<file path="src/rtl/cpu_types_pkg.sv">
// Shared CPU memory-interface types: word type, RAM status, arbiter FSM states.
package cpu_types_pkg;

  typedef logic [31:0] word_t;

  typedef enum logic [1:0] {
    FREE   = 2'b00,
    BUSY   = 2'b01,
    ACCESS = 2'b10,
    ERROR  = 2'b11
  } ramstate_t;

  typedef enum logic [1:0] {
    IDLE = 2'b00,
    DACC = 2'b01,
    IACC = 2'b10
  } arb_state_t;

  // Load value handed back when the RAM flags an access as failed.
  localparam word_t ERR_WORD_DEFAULT = 32'hBAD1_BAD1;

endpackage

</file>
<file path="src/rtl/llsc_link_reg.sv">
// LL/SC reservation: remembers one linked word address and whether it is still valid.
module llsc_link_reg
  import cpu_types_pkg::*;
(
  input  logic  clk,
  input  logic  rst,
  input  logic  set,
  input  logic  clr,
  input  word_t addr,
  output logic  match
);

  logic  valid_q;
  word_t addr_q;

  always_ff @(posedge clk) begin
    if (rst) begin
      valid_q <= 1'b0;
      addr_q  <= '0;
    end else if (set) begin
      valid_q <= 1'b1;
      addr_q  <= addr;
    end else if (clr) begin
      valid_q <= 1'b0;
    end
  end

  assign match = valid_q && (addr_q == addr);

endmodule

</file>
<file path="src/rtl/mem_arbiter.sv">
// Arbitrates the single-ported RAM between instruction fetch and data ports,
// with data priority bounded by a starvation counter and LL/SC resolution.
module mem_arbiter
  import cpu_types_pkg::*;
#(
  parameter int unsigned STARVE_MAX = 4,
  parameter word_t       ERR_WORD   = ERR_WORD_DEFAULT
) (
  input  logic        CLK,
  input  logic        RST,
  input  logic        iREN,
  input  logic [31:0] iaddr,
  output logic        iwait,
  output logic [31:0] iload,
  input  logic        dREN,
  input  logic        dWEN,
  input  logic        datomic,
  input  logic [31:0] daddr,
  input  logic [31:0] dstore,
  output logic        dwait,
  output logic [31:0] dload,
  output logic        ramREN,
  output logic        ramWEN,
  output logic [31:0] ramaddr,
  output logic [31:0] ramstore,
  input  logic [31:0] ramload,
  input  ramstate_t   ramstate
);

  localparam int unsigned CntW = $clog2(STARVE_MAX + 1);
  localparam logic [CntW-1:0] StarveLimit = CntW'(STARVE_MAX);

  arb_state_t      state_q, state_d;
  logic [CntW-1:0] starve_q, starve_d;

  logic dreq, sc_req, ll_req;
  logic link_set, link_clr, link_match;

  assign dreq   = dREN | dWEN;
  assign sc_req = dWEN & datomic;
  assign ll_req = dREN & ~dWEN & datomic;

  llsc_link_reg u_link (
    .clk   (CLK),
    .rst   (RST),
    .set   (link_set),
    .clr   (link_clr),
    .addr  (daddr),
    .match (link_match)
  );

  always_comb begin
    state_d  = state_q;
    iwait    = 1'b1;
    dwait    = 1'b1;
    iload    = '0;
    dload    = '0;
    ramREN   = 1'b0;
    ramWEN   = 1'b0;
    ramaddr  = '0;
    ramstore = '0;
    link_set = 1'b0;
    link_clr = 1'b0;
    unique case (state_q)
      IDLE: begin
        if (dreq && !(iREN && starve_q == StarveLimit)) begin
          state_d = DACC;
        end else if (iREN) begin
          state_d = IACC;
        end
      end
      IACC: begin
        if (!iREN) begin
          state_d = IDLE;
        end else begin
          ramREN  = 1'b1;
          ramaddr = iaddr;
          if (ramstate == ACCESS) begin
            iwait   = 1'b0;
            iload   = ramload;
            state_d = IDLE;
          end else if (ramstate == ERROR) begin
            iwait   = 1'b0;
            iload   = ERR_WORD;
            state_d = IDLE;
          end
        end
      end
      DACC: begin
        if (!dreq) begin
          state_d = IDLE;
        end else if (sc_req && !link_match) begin
          // Failed SC resolves without touching the RAM.
          dwait   = 1'b0;
          state_d = IDLE;
        end else begin
          ramWEN   = dWEN;
          ramREN   = dREN & ~dWEN;
          ramaddr  = daddr;
          ramstore = dstore;
          if (ramstate == ACCESS) begin
            dwait    = 1'b0;
            dload    = dWEN ? {31'b0, datomic} : ramload;
            state_d  = IDLE;
            link_set = ll_req;
            link_clr = dWEN & link_match;
          end else if (ramstate == ERROR) begin
            dwait    = 1'b0;
            dload    = ERR_WORD;
            state_d  = IDLE;
            link_clr = dWEN & ~datomic & link_match;
          end
        end
      end
      default: state_d = IDLE;
    endcase
  end

  always_comb begin
    starve_d = starve_q;
    if (!iREN) begin
      starve_d = '0;
    end else if (state_q == IDLE && state_d == IACC) begin
      starve_d = '0;
    end else if (state_q == IDLE && state_d == DACC && starve_q != StarveLimit) begin
      starve_d = starve_q + 1'b1;
    end
  end

  always_ff @(posedge CLK) begin
    if (RST) begin
      state_q  <= IDLE;
      starve_q <= '0;
    end else begin
      state_q  <= state_d;
      starve_q <= starve_d;
    end
  end

endmodule

</file>
<file path="config.mk">
export PLATFORM = sky130hd
export DESIGN_NAME = mem_arbiter
export DESIGN_NICKNAME = d
export VERILOG_FILES = /design/src/rtl/cpu_types_pkg.sv /design/src/rtl/llsc_link_reg.sv /design/src/rtl/mem_arbiter.sv
export SDC_FILE = /design/constraint.sdc
export NUM_CORES = 1
export LEC_CHECK = 0
export CAP_MARGIN = 20
export CORE_MARGIN = 10
export CORE_UTILIZATION = 30
export CTS_CLUSTER_SIZE = 14
export DETAILED_ROUTE_END_ITERATION = 12
export PLACE_DENSITY = 0.78
export RECOVER_POWER = 100
export SLEW_MARGIN = 20
export SYNTH_ARGS = -nofsm -noshare
export SYNTH_HDL_FRONTEND = slang
export SYNTH_HIERARCHICAL = 1
export SYNTH_SLANG_ARGS = --single-unit
</file>
<file path="constraint.sdc">
create_clock -name CLK -period 3.3 [get_ports CLK]
set_input_delay 0.825 -clock CLK [delete_from_list [all_inputs] [get_ports CLK]]
set_output_delay 0.825 -clock CLK [all_outputs]
set_load 0.01 [all_outputs]
</file>
* After elaboration in Yosys (flattened, before gate mapping) *
Cells that the tools add are included.

operators by class
  add/sub/neg operators = 1
  equal/unequal tests = 9
  mux-type cells = 49
  bitwise gates (word level) = 10
  reductions and logical operators = 12

operators with widths
  operator                                                               number
  32-bit two-way mux                                                     15
  32-bit case mux with 2 select lines                                    1
  32-bit equality test                                                   1
  1-bit two-way mux                                                      24
  2-bit two-way mux                                                      7
  2-bit equality test, second input constant                             4
  1-bit logical AND                                                      7
  1-bit AND                                                              6
  2-bit case mux with 3 select lines                                     1
  2-bit by 1-bit equality test with 1-bit output, second input constant  2
  3-bit by 1-bit adder with 3-bit output, second input constant          1
  3-bit equality test, second input constant                             1
  3-bit inequality test, second input constant                           1
  1-bit NOT                                                              3
  3-bit OR reduction                                                     1
  1-bit zero test                                                        2
  2-bit zero test                                                        1
  1-bit case mux with 2 select lines                                     1
  2-bit nonzero test                                                     1
  1-bit OR                                                               1

storage, ports and cells
  bits in registers = 38
  logic and storage cells = 85

* Logic depth before layout (Yosys ltp) *
Gate-level depths: netlist of run 1.

  word-level depth = 10
  depth in mapped cells = 13
  gate-level depth less buffers = 11

* By module *
The synthesis of run 1 kept the hierarchy.

by module, submodules not included
  module         times used  cells each  area an instance (um^2)  sequential area each (um^2)
  mem_arbiter    1           286         1,730.4                  100.1
  llsc_link_reg  1           152         1,511.4                  660.6

* Worst setup path before layout of run 1 *
OpenSTA, ideal clock, no wires.

  kind = in2out
  from = input daddr[4]
  to = output dload[13]
  arrival time = 2.515 ns
  data required time = 2.475 ns
  setup slack = -0.040 ns
  cell stages on the path = 10
  buffers on the path = 2
  cell sequence = xor2_1 > nor4_1 > nand4_1 > nor3_2 > nand3b_1 > and3_2 > buf_4 > nand2_2 > buf_2 > nor2_1

between the ends
  longest elaborated chain between the ends = 7

ends and longest elaborated chain
  item                  line                 source
  from (decl)           mem_arbiter.sv:18    input logic [31:0] daddr,
  32-bit equality test  llsc_link_reg.sv:28  assign match = valid_q && (addr_q == addr);
  1-bit logical AND     llsc_link_reg.sv:28
  named net link_match  mem_arbiter.sv:37    logic link_set, link_clr, link_match;
  1-bit zero test       mem_arbiter.sv:92    end else if (sc_req && !link_match) begin
  1-bit logical AND     mem_arbiter.sv:92
  32-bit two-way mux    mem_arbiter.sv:92
  32-bit two-way mux    mem_arbiter.sv:90    if (!dreq) begin
  32-bit two-way mux    mem_arbiter.sv:64    unique case (state_q)
  to (decl)             mem_arbiter.sv:21    output logic [31:0] dload,

The timed path passes the listed nets, and every way through them passes these cells.

* Worst setup path in the final report of run 1 *
  from = input daddr[4]
  to = output ramaddr[26]

between the ends
  longest elaborated chain between the ends = 7

ends and longest elaborated chain
  item                                 line                 source
  32-bit equality test                 llsc_link_reg.sv:28
  1-bit logical AND                    llsc_link_reg.sv:28
  named net link_match                 mem_arbiter.sv:37
  1-bit zero test                      mem_arbiter.sv:92
  1-bit logical AND                    mem_arbiter.sv:92
  32-bit two-way mux                   mem_arbiter.sv:92
  32-bit two-way mux                   mem_arbiter.sv:90
  32-bit case mux with 2 select lines  mem_arbiter.sv:64
  to (decl)                            mem_arbiter.sv:24    output logic [31:0] ramaddr,

The timed path passes the listed nets, and every way through them passes these cells.

==> results by group, run 1 <==
Place
  – Port Buffer Count: about 270
  – Routability cong.: 0.920
  – Placed instance count: 859
  – HPWL Detailed: 13300 um
  – Dpl cell area: 0.00645 mm^2
  – Place WS: -1.20 ns

Global routing
  – GR Overflow Total: 0
  – First-pass GRT wire length: 24800 um
  – Initial antenna violation count: 1
  – Largest net degree at the start of global routing: 38
  – Gr usage total: 0.200
  – Vias in the first global route: 4516

Floorplanning
  – Die area: 0.0154 mm^2
  – CORE AREA: around 0.010 mm^2
  – Die H: 124 um
  – FP Rows: 37
  – Die X: about 120 um
  – Initial Utilization: 0.311
  – I/O pin cnt: 268

Yosys
  – Compound-Gate Fraction of Synth Area: 0.158
  – Largest family of logic cells by synthesized area: simple AND/OR/NAND/NOR gates
  – Number of synthesized flops with an enable pin: 0
  – Post-Synth Adder-Cell Area: 0.0232
  – Post-Synthesis Net Count: 580
  – Register area share after synthesis: 0.235
  – Async set or reset register ratio after synthesis: 0
  – Syn avg cell area: approximately 7.4 um^2
  – Xor-xnor portion of the synthesized cell area: 0.0865
  – Number of synthesized register bits: 38
  – YS warnings: 6
  – Main flop type after synthesis: dfxtp_1
  – Cell area after synthesis: 0.00324 mm^2
  – Mux cell area share after synthesis: 0.0988
  – Distinct cell type count after synthesis: 42
  – Post-synthesis simple-gate area fraction: 0.343
  – Post-Syn Instances: between 400 and 500

Critical path
  – Req. time, crit path: 2.47 ns
  – Crit path largest cell delay: 0.28 ns
  – Largest fanout on the critical path: 6
  – Reg-to-reg slack, setup: ~0.38 ns
  – Crit path depth: 13
  – Reg2reg path depth: 14
  – Worst endpoint data arrival time: 2.81 ns
  – Setup crit end: ramaddr[26]
  – Most common cell on crit path: buf_8
  – Worst r2r src: u_link/addr_q[10]$_SDFFE_PP0P_
  – CP Launch Point: daddr[4]
  – Kind of cell adding the most delay to the critical path: simple AND/OR/NAND/NOR gates
  – Reg2reg end: u_link/valid_q$_SDFFE_PP0P_
  – Setup CP Type: input pin to output pin
  – Critical Path Slowest Stage Cell: nor4_2
  – CP bufs+invs: 5
  – Worst Setup Start Kind: input pin
  – Cell Chain, Critical Path: buf_8 -> xor2_2 -> nor4_2 -> buf_4 -> nand4_1 -> nor3_2 -> nand3b_1 -> and3_4 -> buf_8 -> buf_12 -> a22oi_2 -> nor2b_1 -> buf_2
  – CP endpoint kind: output pin

Power
  – Worst vdd ir: 0.000155 V
  – Pleak: 3.19 nW
  – Pwr dens: 213 mW/mm^2
  – Pwr Total: 1.53 mW

Final layout
  – Non-filler instance count after layout: ~900
  – Number of nets in the layout: 907
  – Design Area, Final: between 0.007 and 0.008 mm^2
  – Commonest cells after routing, fill and taps aside: 117 x clkdlybuf4s50_1, 70 x nor2_1, 57 x buf_4
  – Share of layout cells above drive strength 1: 0.366
  – P&R area growth vs syn: 121%
  – Final Util: 0.689
  – Most common cell after layout, fill and taps aside: clkdlybuf4s50_1

Clock network
  – CTS Hold Bufs: 0
  – H-tree levels: 2
  – Num CTS Buffers: 5
  – Clock tree root driver cell: clkbuf_8
  – CTS tree: done
  – Clock tree buffer depth: 2
  – Worst-Skew Late Latency: about 0.3 ns
  – Clock sink count: 38
  – Reg clk slew, reported paths: 0.07 ns

STA
  – Final worst slack: -0.338 ns
  – Unrepaired setup endpoints after global routing: yes
  – Setup Viol. Count Final: 82
  – Tmin final: 3.64 ns
  – Period Utilization, post-route: 1.10
  – Pins Over Slew Limit: 0
  – Max frequency: between 0.2 and 0.3 GHz
  – Final hold slack: ~0.5 ns
  – Setup_tns: -21.94 ns
  – Skew final: 0.0161 ns
  – Slew headroom: 0.719
  – Worst slew pin tran: 0.422 ns
  – Final Hold Vio Count: 0

Worst hold path
  – Min-Delay Path Class: flip-flop to flip-flop

Drt
  – Final WL: 17600 um
  – # DRC: 0
  – DR iter-0 viols: 200
  – Vias/cell: between 4 and 5
  – Final ANT Viol Nets: 0
  – Detailed Routing Iterations Pass 1: 5
  – Total number of vias: 4373
  – Wire length per cell: 19.5 um

Job
  – Max-cap violations: 0

Status
  – Outcome: finished, violations left
  – Failing checks: negative setup slack
final cells by class:
type,instances,area (um^2)
Clock inverter,3,45.0
Multi-Input combinational cell,357,2670
Sequential cell,38,761
Inverter,10,37.5
Tap cell,136,170
Clock buffer,5,68.8
Fill cell,849,3240
Antenna cell,2,5.00
Timing Repair Buffer,353,3420
synthesized netlist by cell type, types with 2 or more instances:
master    instances  area share
nor2_1           88        0.10
and2_1           47       0.091
dfxtp_1          38        0.23
a22oi_1          32       0.074
mux2i_1          32       0.099
nor2b_1          32       0.062
xor2_1           31       0.084
clkbuf_1         25       0.029
a21oi_1          24       0.037
and3_1           15       0.029
inv_1            10       0.012
nor4_1            7       0.014
ha_1              6       0.023
nand2_1           6      0.0069
nand3_1           5      0.0077
buf_2             4      0.0062
buf_4             4      0.0093
nor3_1            4      0.0062
nand4_1           3      0.0058
a31o_2            2      0.0054
o31ai_1           2      0.0046
power by group:
| group | internal (mW) | leakage (nW) | switching [mW] |
|---|---|---|---|
| clock network | 0.225 | 0.0504 | 0.180 |
| registers | 0.462 | 0.306 | 0.00421 |
| logic | 0.381 | 2.83 | 0.276 |
| total | 1.07 | 3.19 | 0.459 |
state kept, by name, summed over array words and instances, names as in the netlist:
name	cells
starve_q	3
state_q	2
u_link/addr_q	32
u_link/valid_q	1
how the worst min path moves through the flow:
stage	start	endpoint	slack (ns)	depth (start not counted)
after floorplan	u_link/valid_q$_SDFFE_PP0P_	u_link/valid_q$_SDFFE_PP0P_	0.46	2
after global placement	u_link/valid_q$_SDFFE_PP0P_	u_link/valid_q$_SDFFE_PP0P_	0.47	2
after detailed placement	u_link/valid_q$_SDFFE_PP0P_	u_link/valid_q$_SDFFE_PP0P_	0.49	2
after CTS	u_link/valid_q$_SDFFE_PP0P_	u_link/valid_q$_SDFFE_PP0P_	0.51	2
after global routing	u_link/valid_q$_SDFFE_PP0P_	u_link/valid_q$_SDFFE_PP0P_	0.54	2
final	starve_q[0]$_SDFFE_PP0P_	starve_q[0]$_SDFFE_PP0P_	0.51	2
logic make-up after synthesis:
family / after synthesis
simple gates: 215
fa+ha+maj: 6
buf+inv: 43
mux: 32
compound gates: 72
xor+xnor: 32
flops: 38
worst min-delay path, stage by stage (launching register included):
cell and delay [ns]:
dfxtp_1 0.34, o31ai_1 0.07, a21oi_1 0.05
timing repair:
item / 4_1_cts / 5_1_grt
setup endpoints to repair: 164 / 104
gates resized for setup: 497 / 120
pin swaps: 30 / 49
buffers inserted: 17 / 10
gates cloned: 9 / 4
layer usage:
metal | up-vias | part of all wire | global-route usage
met2 | 194 | 0.52 | 0.371
met3 | 20 | 0.089 | 0.0557
met4 | 0 | 0.015 | 0.0417
li1 | 2143 | - | -
met1 | 2016 | 0.38 | 0.223
met5 | - | 0 | 0
No activity file was read; power rests on OpenSTA's default activity.
==> inputs of run 2 (changes only) <==
--- a/config.mk
+++ b/config.mk
@@ -17,3 +17,4 @@
 export SYNTH_HDL_FRONTEND = slang
 export SYNTH_HIERARCHICAL = 1
 export SYNTH_SLANG_ARGS = --single-unit
+export TNS_END_PERCENT = 30
==> run 2 against run 1 <==
Net effect:
- the run still ends with negative setup slack left
- sequential share of layout area rose by 0.48 points
- design area fell by 4.3%
- via count fell by 1.1%
- setup slack improved by 0.0050 ns
- cell count fell by 1.7%
- utilization fell by 3.0 points
- power fell by 2.2%
- fmax rose by 0.14%
- first-iteration DRC count rose by 2.5%
- non-clock buffer count fell by 13
- routed wire length fell by 1.6%
- critical path depth fell by 2
- critical path type unchanged
- highest routed layer unchanged
==> results by group, run 2 (synthesis gave the netlist of run 1 again) <==
Status
  – Outcome: finished, violations left (unchanged)
  – Failing checks: negative setup slack (unchanged)

STA
  – Tmin final: 3.63 ns (was 3.64 ns)
  – Final hold slack: 0.513 ns (was 0.514 ns)
  – Max frequency: 0.275 GHz (about the same)
  – Final Hold Vio Count: 0 (unchanged)
  – Final worst slack: -0.333 ns (was -0.338 ns)
  – Period Utilization, post-route: 1.10 (about the same)
  – Skew final: 0.0120 ns (was 0.0161 ns)
  – Pins Over Slew Limit: 0 (unchanged)
  – Setup Viol. Count Final: 91 (was 82)
  – Slew headroom: 0.728 (was 0.719)
  – Worst slew pin tran: 0.409 ns (was 0.422 ns)
  – Unrepaired setup endpoints after global routing: yes (unchanged)

Final layout
  – Layout filler cell count: 901 (was 849)
  – Commonest cells after routing, fill and taps aside: 111 x clkdlybuf4s50_1, 70 x nor2_1, 56 x buf_2 (was 117 x clkdlybuf4s50_1, 70 x nor2_1, 57 x buf_4)
  – Antenna diodes: 0 (was 2)
  – Leading registers by flop count: u_link/addr_q (32), starve_q (3), state_q (2) (unchanged)
  – Largest Register: u_link/addr_q (unchanged)
  – Design Area, Final: 0.00687 mm^2 (was 0.00718 mm^2)
  – Final Util: 0.659 (was 0.689)
  – Share of layout cells above drive strength 1: 0.329 (was 0.366)
  – Number of nets in the layout: 894 (was 907)
  – Largest register FFs: 32 (unchanged)
  – P&R area growth vs syn: 112% (was 121%)
  – Most common cell after layout, fill and taps aside: clkdlybuf4s50_1 (unchanged)

Place
  – Port Buffer Count: 267 (unchanged)
  – Dpl cell area: 0.00645 mm^2 (unchanged)
  – Routability cong.: 0.920 (unchanged)
  – HPWL Detailed: 13300 um (unchanged)

Job
  – Max-cap violations: 0 (unchanged)

Drt
  – Detailed Routing Iterations Pass 1: 4 (was 5)
  – Final WL: 17300 um (was 17600 um)
  – Vias/cell: 4.86 (was 4.84)
  – Total number of vias: 4323 (was 4373)
  – DR iter-0 viols: 205 (was 200)
  – Final ANT Viol Nets: 0 (unchanged)
  – # DRC: 0 (unchanged)
  – Wire length per cell: 19.5 um (about the same)

Clock network
  – H-tree levels: 2 (unchanged)
  – CTS tree: done (unchanged)
  – Clock tree buffer depth: 2 (unchanged)
  – Clock tree root driver cell: clkbuf_8 (unchanged)
  – CTS Hold Bufs: 0 (unchanged)
  – Clock sink count: 38 (unchanged)
  – Num CTS Buffers: 5 (unchanged)
  – Worst-Skew Late Latency: 0.29 ns (was 0.30 ns)
  – Reg clk slew, reported paths: 0.07 ns (about the same)

Critical path
  – Critical Path Slowest Stage Cell: clkdlybuf4s50_1 (was nor4_2)
  – Crit path largest cell delay: 0.50 ns (was 0.28 ns)
  – Worst Setup Start Kind: input pin (unchanged)
  – CP bufs+invs: 4 (was 5)
  – Cell Chain, Critical Path: clkdlybuf4s50_1 -> xnor2_1 -> nand3_1 -> nor3_2 -> nand3b_1 -> and3_4 -> buf_8 -> clkbuf_16 -> a22oi_1 -> nor2b_1 -> buf_2 (was buf_8 -> xor2_2 -> nor4_2 -> buf_4 -> nand4_1 -> nor3_2 -> nand3b_1 -> and3_4 -> buf_8 -> buf_12 -> a22oi_2 -> nor2b_1 -> buf_2)
  – Worst endpoint data arrival time: 2.81 ns (about the same)
  – Kind of cell adding the most delay to the critical path: buffers and inverters (was simple AND/OR/NAND/NOR gates)
  – CP endpoint kind: output pin (unchanged)
  – Setup CP Type: input pin to output pin (unchanged)
  – Req. time, crit path: 2.47 ns (about the same)
  – Largest fanout on the critical path: 6 (unchanged)

Global routing
  – Vias in the first global route: 4408 (was 4516)
  – First-pass GRT wire length: 24200 um (was 24800 um)
  – GR Overflow Total: 0 (unchanged)
  – Initial antenna violation count: 0 (was 1)
  – Gr usage total: 0.196 (was 0.200)
  – Largest net degree at the start of global routing: 38 (unchanged)

Worst hold path
  – Min-Delay Path Class: flip-flop to flip-flop (unchanged)

Floorplanning
  – Die X: 124 um (unchanged)
  – Die H: 124 um (unchanged)
  – Die area: 0.0154 mm^2 (unchanged)
  – Initial Utilization: 0.311 (unchanged)
  – CORE AREA: 0.0104 mm^2 (unchanged)
  – I/O pin cnt: 268 (unchanged)
  – FP Rows: 37 (unchanged)

Power
  – Worst vdd ir: 0.000161 V (was 0.000155 V)
  – Pwr Total: 1.49 mW (was 1.53 mW)
  – Pleak: 3.03 nW (was 3.19 nW)
  – Pwr dens: 218 mW/mm^2 (was 213 mW/mm^2)
-- run 2: cell count changes in the layout (fill, tap and decap cells not counted), moves of 7 or more --
| cell | change |
|---|---|
| buf_6 | -17 |
| buf_2 | +14 |
| buf_4 | -12 |
| clkdlybuf4s15_1 | +12 |
| and2_1 | +11 |
| and2_4 | -11 |
| dlygate4sd2_1 | -10 |
| clkbuf_1 | +7 |
-- run 2: worst paths after layout --
kind / start / endpoint / slack [ns] / cells past startpoint
worst min-delay path: starve_q[0]$_SDFFE_PP0P_ / starve_q[0]$_SDFFE_PP0P_ / 0.51 / 2
worst max-delay path: daddr[17] / ramaddr[5] / -0.33 / 11
worst max register to register: u_link/addr_q[10]$_SDFFE_PP0P_ / u_link/addr_q[11]$_SDFFE_PP0P_ / 0.30 / 11
worst min register to register: starve_q[0]$_SDFFE_PP0P_ / starve_q[0]$_SDFFE_PP0P_ / 0.51 / 2
-- run 2: power by group --
group	leakage [nW]	internal (mW)	switching, mW	total, mW
sequential	0.306	0.462	0.00424	0.466
combinational	2.67	0.361	0.268	0.629
clock	0.0504	0.225	0.175	0.399
-- run 2: tightest hold or removal path, delay by kind of cell (launching register included) --
| family | cells | cell delay [ns] |
|---|---|---|
| AOI/OAI and AO/OA | 2 | 0.12 |
| DFF | 1 | 0.34 |
-- run 2: timing repair --
action                                  in CTS  in global routing
buffers inserted                             8                  5
endpoints found under the setup margin     164                126
gates cloned                                 6                  4
gates resized for setup                    463                121
pin swaps                                   22                 45
-- run 2: layout make-up --
class / instances / area, um^2 / share of cell area
multi-input cells: 357 / 2610 / 0.379
inverters: 10 / 37.5 / 0.00547
clock buffers: 5 / 68.8 / 0.0100
flip-flops and latches: 38 / 761 / 0.111
clock inverters: 3 / 45.0 / 0.00656
repair buffers: 340 / 3180 / 0.463
well taps: 136 / 170 / 0.0248
-- run 2: metal layers --
metal	up-vias	routed length (um)	track usage
met3	16	1480	0.0561
li1	2115	-	-
met4	0	237	0.0381
met5	-	0	0
met2	189	8990	0.360
met1	2003	6640	0.220
-- run 2: metrics by stage --
| step | TNS, ns | std cells | setup slack [ns] |
|---|---|---|---|
| CTS | -26.92 | 881 | -0.448 |
| finish | -23.77 | 889 | -0.333 |
| detailed placement | -116.49 | 859 | -1.20 |
| floorplan | 0 | 438 | 0.00174 |
| global route | -34.18 | 889 | -0.468 |
| global placement | -113.39 | 859 | -1.15 |
